`config.mk`:
```
export PLATFORM = sky130hd
export DESIGN_NAME = line_split_sequencer
export DESIGN_NICKNAME = d
export VERILOG_FILES = /design/src/rtl/line_split_sequencer.sv
export SDC_FILE = /design/constraint.sdc
export NUM_CORES = 1
export LEC_CHECK = 0
export ABC_AREA = 1
export CAP_MARGIN = 40
export CELL_PAD_IN_SITES_DETAIL_PLACEMENT = 1
export CELL_PAD_IN_SITES_GLOBAL_PLACEMENT = 2
export CORE_AREA = 2 2 187 189
export CTS_BUF_LIST = sky130_fd_sc_hd__clkbuf_2 sky130_fd_sc_hd__clkbuf_4 sky130_fd_sc_hd__clkbuf_8
export DETAILED_ROUTE_END_ITERATION = 10
export DIE_AREA = 0 0 189 191
export GPL_ROUTABILITY_DRIVEN = 0
export PLACE_DENSITY_LB_ADDON = 0.1
export SYNTH_ARGS = -nofsm -noshare
export SYNTH_HDL_FRONTEND = slang
export SYNTH_SLANG_ARGS = --single-unit
```
`constraint.sdc`:
```
create_clock -name clk -period 5.04 [get_ports clk]
set_clock_uncertainty 0.15 [all_clocks]
set_input_delay 1.008 -clock clk [delete_from_list [all_inputs] [get_ports clk]]
set_output_delay 1.008 -clock clk [all_outputs]
set_load 0.03 [all_outputs]
```
`src/rtl/line_split_sequencer.sv`:
```
// Splits one byte-addressed request into line-aligned transactions,
// emitted in ascending order, with one completion pulse per request.
module line_split_sequencer #(
  parameter int ADDR_WIDTH = 64,
  parameter int LINE_BYTES = 128,
  parameter int ID_WIDTH   = 8
) (
  input  logic                          clk,
  input  logic                          rst,
  input  logic                          req_valid,
  output logic                          req_ready,
  input  logic [ADDR_WIDTH-1:0]         req_addr,
  input  logic [31:0]                   req_size,
  input  logic [ID_WIDTH-1:0]           req_id,
  output logic                          txn_valid,
  input  logic                          txn_ready,
  output logic [ADDR_WIDTH-1:0]         txn_addr,
  output logic [$clog2(LINE_BYTES)-1:0] txn_offset,
  output logic [$clog2(LINE_BYTES):0]   txn_count,
  output logic                          txn_first,
  output logic                          txn_last,
  output logic [ID_WIDTH-1:0]           txn_id,
  output logic                          cmpl_valid,
  output logic [ID_WIDTH-1:0]           cmpl_id
);

  localparam int OW = $clog2(LINE_BYTES);

  typedef enum logic {
    IDLE,
    ISSUE
  } state_t;

  state_t                state;
  logic [ADDR_WIDTH-1:0] line_addr;
  logic [OW-1:0]         off;
  logic [32:0]           remaining;
  logic                  first;
  logic [ID_WIDTH-1:0]   id;

  logic                  issue;
  logic [OW-1:0]         cur_off;
  logic [OW:0]           avail;
  logic [OW:0]           count;
  logic                  last;

  assign issue   = (state == ISSUE);
  assign cur_off = first ? off : '0;
  assign avail   = (OW+1)'(LINE_BYTES) - {1'b0, cur_off};

  always_comb begin
    count = avail;
    if (remaining < 33'(avail))
      count = remaining[OW:0];
  end

  assign last = (remaining == 33'(count));

  assign req_ready  = (state == IDLE) && !rst;
  assign txn_valid  = issue;
  // Idle outputs read as zero so reset and idle look identical downstream
  assign txn_addr   = issue ? line_addr : '0;
  assign txn_offset = issue ? cur_off : '0;
  assign txn_count  = issue ? count : '0;
  assign txn_first  = issue && first;
  assign txn_last   = issue && last;
  assign txn_id     = issue ? id : '0;

  always_ff @(posedge clk) begin
    if (rst) begin
      state      <= IDLE;
      line_addr  <= '0;
      off        <= '0;
      remaining  <= '0;
      first      <= 1'b0;
      id         <= '0;
      cmpl_valid <= 1'b0;
      cmpl_id    <= '0;
    end else begin
      cmpl_valid <= 1'b0;
      unique case (state)
        IDLE: begin
          if (req_valid) begin
            id        <= req_id;
            line_addr <= {req_addr[ADDR_WIDTH-1:OW], {OW{1'b0}}};
            off       <= req_addr[OW-1:0];
            remaining <= {1'b0, req_size};
            if (req_size == 32'd0) begin
              cmpl_valid <= 1'b1;
              cmpl_id    <= req_id;
            end else begin
              state <= ISSUE;
              first <= 1'b1;
            end
          end
        end
        ISSUE: begin
          if (txn_ready) begin
            remaining <= remaining - 33'(count);
            line_addr <= line_addr + ADDR_WIDTH'(LINE_BYTES);
            first     <= 1'b0;
            if (last) begin
              state      <= IDLE;
              cmpl_valid <= 1'b1;
              cmpl_id    <= id;
            end
          end
        end
        default: state <= IDLE;
      endcase
    end
  end

endmodule

```
==> parameters.txt, run 1 <==
Parameter                              Value

Timing
  Final critical-path share of the clock period    1.011
  Final setup violation count    1
  Clock period minus worst slack    5.098 ns
  Setup repair after global routing missed its margin    true
  Hold violation total from the final report    0
  PnR worst setup slack    -0.05788 ns
  Highest Clock Rate    196.2 MHz
  Slew at the pin closest to its max-slew limit    0.8057 ns
  Worst slew slack as a fraction of its limit    0.4572
  Max-slew violation total from the final report    0

Routing
  Post-detailed-route via-to-cell ratio    4.815
  Number of vias in the routed layout    10751
  Wire length per cell    17.82 um
  First-pass detailed-route iteration total    4
  DRT antenna net count    0
  Total wire length    about 40 mm
  DRC violations left    0
  Initial drt markers    ~510

Setup path
  Nature of the critical path startpoint    flip-flop
  Category of the critical setup timing path    flip-flop to output pin
  CP Launch Point    first$_SDFFE_PP0P_
  Endpoint class of the critical path    output pin
  Arrival time of data at the critical path endpoint    about 4 ns
  Worst flop-to-flop path startpoint    first$_SDFFE_PP0P_
  WP data required    3.88 ns
  Largest fanout of any net on the critical path    6

Synthesis
  Synthesized instance count    1571
  Cell Area, Synth    approximately 0.009 sq mm
  Post-synthesis cell type with the largest combined area    dfxtp_1
  Most used flip-flop cell after synthesis    dfxtp_1
  Share of synthesized area occupied by flip-flops and latches    0.2544
  Post-synth ARST share    0
  Fraction of synthesized cell area taken by the top area cell type    0.2544
  Synthesis Warnings    0
  Number of synthesized register bits    ~120
  Number of synthesized flops with an enable pin    0
  Cell types occupying the most area after synthesis    dfxtp_1 25%, nand2_1 17%, inv_1 8.7%
  Avg Synthesized Cell Area    5.812 sq um
  Post-synth cell types    50

Die
  Io pins    208
  Row count    just under 70
  Width of the die    189 um
  Floorplan die height    about 190 um
  Starting utilization of the core area    0.2676
  Full die area    between 0.03 and 0.04 sq mm
  Floorplan core area    about 0.034 sq mm

Placed design
  Detailed placer's ending HPWL    29.71 mm
  IO buf count    200
  Post-place instance area    0.01155 sq mm

Clock tree
  CTS buffer count    17
  Deepest level of the CTS H-tree    4
  Maximum number of buffers from clock root to sink    2
  Clock latency on the worst-skew pair    between 0.4 and 0.5 ns
  CTS tree    done
  Clock net sink count    116
  Root buffer cell    clkbuf_8
  Clock Pin Slew Worst Setup and Hold Paths    0.09 ns

Global route
  Antenna violations before repair    0
  Maximum number of pins on one net before global-route repair    98
  Global-route wire length before repair    62.13 mm
  Vias in the first global route    11119
  Total routing resource utilization after global routing    0.2209
  Total congestion overflow    0

Finish
  Net count of the finished layout    1891
  Combined area of the multi-input logic cells    a little under 0.006 sq mm
  Area occupied by registers    0.002330 sq mm
  Number of filler instances in the final layout    4441
  Share of post-route cells with drive strength above 1    0.1001
  Diode insertion count for antenna repair    0
  P&R area growth vs syn    35.56%
  Final Instance Area    0.01238 sq mm

Outcome
  Failing checks    setup timing
  Status    finished with violations

Power
  Post-layout power    between 3 and 4 mW
  Peak supply drop    0.1614 mV
  Leakage    5.633 nW
  Power density relative to cell area    264.0 mW/mm^2

Run
  Max_cap viols    0

Hold path
  Type of the worst min-delay path    flip-flop to flip-flop
  Worst Hold Launch    id[1]$_SDFFE_PP0P_
==> report_power, final <==
group | internal, mW | total [mW] | switching (mW)
logic | 0.475 | 1.24 | 0.761
registers | 1.00 | 1.12 | 0.117
clock network | 0.422 | 0.914 | 0.492
total | 1.90 | 3.27 | 1.37
==> registers in the layout (all words and copies together) (netlist names) <==
signal      cells
line_addr      57
remaining      33
cmpl_id         8
id              8
off             7
cmpl_valid      1
first           1
txn_valid       1
==> worst max-delay path, stage by stage, from the launching register on <==
cell and delay [ns]:
dfxtp_4 0.38, nand2_4 0.09, nand2_2 0.07, a21oi_2 0.15
nand3_2 0.10, nand3b_1 0.22, ha_1 0.31, inv_1 0.03
nor2_1 0.09, inv_1 0.06, o211ai_1 0.23, nor2_2 0.08
nand3_4 0.08, buf_6 0.13, buf_4 0.12, nand2_1 0.06
o21ai_2 0.07, inv_2 0.06, ha_4 0.28, nand2_2 0.06
nor2_2 0.08, nand4_1 0.22, nor4_2 0.20, buf_4 0.16
buf_12 0.11
==> per-layer routing <==
| metal | share of wire | GRT usage | up-vias |
|---|---|---|---|
| met2 | 0.51 | 0.4065 | 176 |
| li1 | - | - | 5434 |
| met3 | 0.025 | 0.02680 | 29 |
| met1 | 0.45 | 0.2717 | 5112 |
| met5 | 0 | 0 | - |
| met4 | 0.016 | 0.05469 | 0 |
==> cell families after synthesis <==
family / Yosys count / synth area share
AND/OR/NAND/NOR: 861 / 0.4144
XOR/XNOR: 11 / 0.01055
flip-flops: 116 / 0.2544
other: 1 / 0.0004107
AO/OA/AOI/OAI: 272 / 0.1658
buffers and inverters: 292 / 0.1290
adder cells (fa/ha/maj): 18 / 0.02549
==> final cells by class <==
| type | instances | area share |
|---|---|---|
| sequential | 116 | 0.1882 |
| timing repair buffer | 243 | 0.1922 |
| tap | 455 | 0.04600 |
| clock inverter | 13 | 0.01001 |
| inverter | 218 | 0.06621 |
| clock buffer | 19 | 0.02113 |
| multi-input combinational | 1169 | 0.4762 |
==> stage by stage <==
stage | TNS [ns] | hold slack [ns] | setup WS (ns) | std cells | util
finish | -0.05788 | 0.3165 | -0.05788 | 2233 | 0.3628
detailed placement | 0 | 0.2988 | 0.1024 | 2179 | 0.3386
floorplan | 0 | 0.2781 | 0.08859 | 1577 | -
global placement | 0 | 0.2889 | 0.2172 | 2179 | 0.3386
CTS | -0.2293 | 0.3217 | -0.2293 | 2224 | 0.3560
global route | -0.3755 | 0.3476 | -0.3211 | 2233 | 0.3628
==> path summary, 6_finish.rpt <==
check,slack (ns),cells after the start,to
hold / removal,0.32,2,id[1]$_SDFFE_PP0P_
setup / recovery,-0.06,24,txn_last
setup reg to reg,0.55,25,remaining[13]$_SDFFE_PP0P_
hold reg to reg,0.32,2,id[1]$_SDFFE_PP0P_
==> placed cells by master (no fill, tap or decap), types with 14 or more instances in the layout <==
cell type,n
clkbuf_8,19
inv_1,209
nand2_1,406
nor2_1,208
o21ai_0,141
nor2_2,15
nand2_2,15
or2_2,19
nand3b_1,14
a21oi_1,68
clkdlybuf4s50_1,199
nand3_1,89
dfxtp_1,114
buf_4,38
nand4_1,38
nor3_1,19
==> cells in the mapped netlist (all sizes together) (11+ instances only) <==
cell / number
o21ai: 155
nand3: 98
o221ai: 11
nand2: 425
nand3b: 14
nor4: 11
nand4: 39
inv: 216
a21oi: 70
nor2: 229
buf: 33
ha: 17
dfxtp: 116
nor3: 21
or2: 20
clkbuf: 40
==> timing repair <==
item / CTS / global route
endpoints found under the setup margin: 1 / 3
gates resized for setup: 23 / 28
buffers inserted: 13 / 9
pin swaps: 11 / 17
hold buffers: 0 / 0
(Power assumes the default switching activity.)
==> run 2: changes to the inputs <==
--- a/config.mk
+++ b/config.mk
@@ -15,6 +15,7 @@
 export DIE_AREA = 0 0 189 191
 export GPL_ROUTABILITY_DRIVEN = 0
 export PLACE_DENSITY_LB_ADDON = 0.1
+export SLEW_MARGIN = 25
 export SYNTH_ARGS = -nofsm -noshare
 export SYNTH_HDL_FRONTEND = slang
 export SYNTH_SLANG_ARGS = --single-unit
==> results of run 2 <==
Final layout, timing and power as in run 1 (identical DEF).
==> run 3: changes to the inputs <==
==> constraint.sdc (replaced) <==
create_clock -name clk -period 5.04 [get_ports clk]
set_clock_uncertainty 0.15 [all_clocks]
set_input_delay 1.008 -clock clk [delete_from_list [all_inputs] [get_ports clk]]
set_output_delay 1.008 -clock clk [all_outputs]
set_load 0.1 [all_outputs]
==> parameters.txt, run 3 (synthesis gave the netlist of run 1 again) <==
Parameter                              Value

Outcome
  Status    finished with violations (unchanged)
  Failing checks    setup timing (unchanged)

Clock tree
  Root buffer cell    clkbuf_8 (unchanged)
  Deepest level of the CTS H-tree    4 (unchanged)
  CTS buffer count    17 (unchanged)
  CTS tree    done (unchanged)
  Maximum number of buffers from clock root to sink    2 (unchanged)
  Clock net sink count    116 (unchanged)
  Clock Pin Slew Worst Setup and Hold Paths    0.10 ns (was 0.09 ns)
  Clock latency on the worst-skew pair    0.48 ns (was 0.47 ns)

Die
  Row count    68 (unchanged)
  Floorplan core area    0.03412 sq mm (unchanged)
  Width of the die    189 um (unchanged)
  Floorplan die height    191 um (unchanged)
  Io pins    208 (unchanged)
  Starting utilization of the core area    0.2676 (unchanged)
  Full die area    0.03610 sq mm (unchanged)

Routing
  Total wire length    39.66 mm (was 39.78 mm)
  Post-detailed-route via-to-cell ratio    4.759 (was 4.815)
  Wire length per cell    17.29 um (was 17.82 um)
  DRT antenna net count    0 (unchanged)
  Number of vias in the routed layout    10918 (was 10751)
  DRC violations left    0 (unchanged)
  First-pass detailed-route iteration total    5 (was 4)
  Initial drt markers    398 (was 505)

Global route
  Total congestion overflow    0 (unchanged)
  Antenna violations before repair    1 (was 0)
  Global-route wire length before repair    63.19 mm (was 62.13 mm)
  Maximum number of pins on one net before global-route repair    65 (was 98)
  Total routing resource utilization after global routing    0.2228 (was 0.2209)
  Vias in the first global route    11448 (was 11119)

Timing
  Final critical-path share of the clock period    1.037 (was 1.011)
  Setup repair after global routing missed its margin    true (unchanged)
  Worst slew slack as a fraction of its limit    0.5028 (was 0.4572)
  Hold violation total from the final report    0 (unchanged)
  Slew at the pin closest to its max-slew limit    0.7448 ns (was 0.8057 ns)
  Clock period minus worst slack    5.226 ns (was 5.098 ns)
  Max-slew violation total from the final report    0 (unchanged)
  Highest Clock Rate    191.4 MHz (was 196.2 MHz)
  PnR worst setup slack    -0.1860 ns (was -0.05788 ns)
  Final setup violation count    1 (unchanged)

Placed design
  Worst slack at placement    0.01930 ns (was 0.1024 ns)
  IO buf count    200 (unchanged)
  Detailed placer's ending HPWL    30.22 mm (was 29.71 mm)

Finish
  Number of filler instances in the final layout    4398 (was 4441)
  P&R area growth vs syn    49.57% (was 35.56%)
  Largest registers ranked by flip-flop count    line_addr x57, remaining x33 (unchanged)
  Number of flip-flops in the largest register    57 (unchanged)
  Highest-count cells in the layout ignoring fill and taps    405 x nand2_1, 209 x inv_1, 209 x nor2_1 (was 406 x nand2_1, 209 x inv_1, 208 x nor2_1)
  Net count of the finished layout    1952 (was 1891)
  Combined area of the multi-input logic cells    0.005932 sq mm (was 0.005894 sq mm)
  Diode insertion count for antenna repair    0 (unchanged)
  Most common library cell in the layout ignoring fill and taps    nand2_1 (unchanged)
  Share of post-route cells with drive strength above 1    0.1408 (was 0.1001)
  Top register by number of flip-flops    line_addr (unchanged)
  Area occupied by registers    0.002330 sq mm (unchanged)

Setup path
  CP delay by family, top    simple AND/OR/NAND/NOR gates (unchanged)
  Category of the critical setup timing path    flip-flop to output pin (unchanged)
  Slowest CP cell    dfxtp_4 (unchanged)
  Buffering stage count on the worst path with inverters included    4 (was 7)
  Arrival time of data at the critical path endpoint    4.07 ns (was 3.94 ns)
  Largest fanout of any net on the critical path    7 (was 6)
  WP data required    3.88 ns (about the same)
  Largest stage delay on the critical path    0.38 ns (about the same)
  Nature of the critical path startpoint    flip-flop (unchanged)
  Critical path cell sequence    buf_12, nand2_8, nand3_4, nand3b_1, xor2_2, ha_4, a21oi_2, o211ai_1, nor2_1, nand3_2, buf_6, buf_4, o21ai_4, ha_4, nand2_1, nor2_2, nand4_1, nor4_4, buf_12 (was nand2_4, nand2_2, a21oi_2, nand3_2, nand3b_1, ha_1, inv_1, nor2_1, inv_1, o211ai_1, nor2_2, nand3_4, buf_6, buf_4, nand2_1, o21ai_2, inv_2, ha_4, nand2_2, nor2_2, nand4_1, nor4_2, buf_4, buf_12)
  Endpoint class of the critical path    output pin (unchanged)

Power
  Peak supply drop    0.1667 mV (was 0.1614 mV)
  Power density relative to cell area    265.5 mW/mm^2 (was 264.0 mW/mm^2)
  Post-layout power    3.626 mW (was 3.267 mW)
  Leakage    6.233 nW (was 5.633 nW)

Run
  Max_cap viols    0 (unchanged)

Hold path
  Type of the worst min-delay path    flip-flop to flip-flop (unchanged)
## run 3: area by class of cell
type	instances	share of cell area
clock buffer	17	0.01713
sequential	116	0.1706
inverter	218	0.06001
clock inverter	15	0.01512
multi-input combinational	1169	0.4344
timing repair buffer	304	0.2610
tap	455	0.04169
## run 3: worst min-delay path: stages, from the launching register on
cell     delay (ns)
dfxtp_1        0.34
nand2_1        0.05
o31ai_1        0.05
## run 3: repair_timing
item,4_1_cts,5_1_grt
gates resized for setup,14,31
endpoints found under the hold margin,0,0
buffers inserted,2,11
setup endpoints to repair,1,1
hold buffers,0,0
pin swaps,4,16
## run 3: path summary, 6_finish.rpt
check	start	depth (start not counted)	slack (ns)	endpoint
max	first$_SDFFE_PP0P_	19	-0.19	txn_last
min	id[1]$_SDFFE_PP0P_	2	0.32	id[1]$_SDFFE_PP0P_
min reg2reg	id[1]$_SDFFE_PP0P_	2	0.32	id[1]$_SDFFE_PP0P_
max reg2reg	first$_SDFFE_PP0P_	25	0.65	remaining[13]$_SDFFE_PP0P_
## run 3: stage by stage
step / utilization / hold WS [ns] / cells / instance area [sq um] / TNS [ns]
floorplan: - / 0.2781 / 1577 / 9235 / 0
global route: 0.4002 / 0.3477 / 2294 / 13660 / -0.4110
finish: 0.4002 / 0.3181 / 2294 / 13660 / -0.1860
detailed placement: 0.3780 / 0.2981 / 2249 / 12900 / 0
CTS: 0.3931 / 0.3221 / 2283 / 13410 / -0.1382
global placement: 0.3418 / 0.2898 / 2175 / 11660 / 0
## run 3: routing by layer
metal / GRT usage / wire [um]
met5: 0 / 13
met3: 0.02809 / 999
met4: 0.05138 / 599
met1: 0.2704 / 17450
met2: 0.4155 / 20600
## run 3: report_power, final
group	internal (mW)	switching, mW
Clock	0.515	0.520
Sequential	1.00	0.127
Combinational	0.536	0.928
Total	2.05	1.57
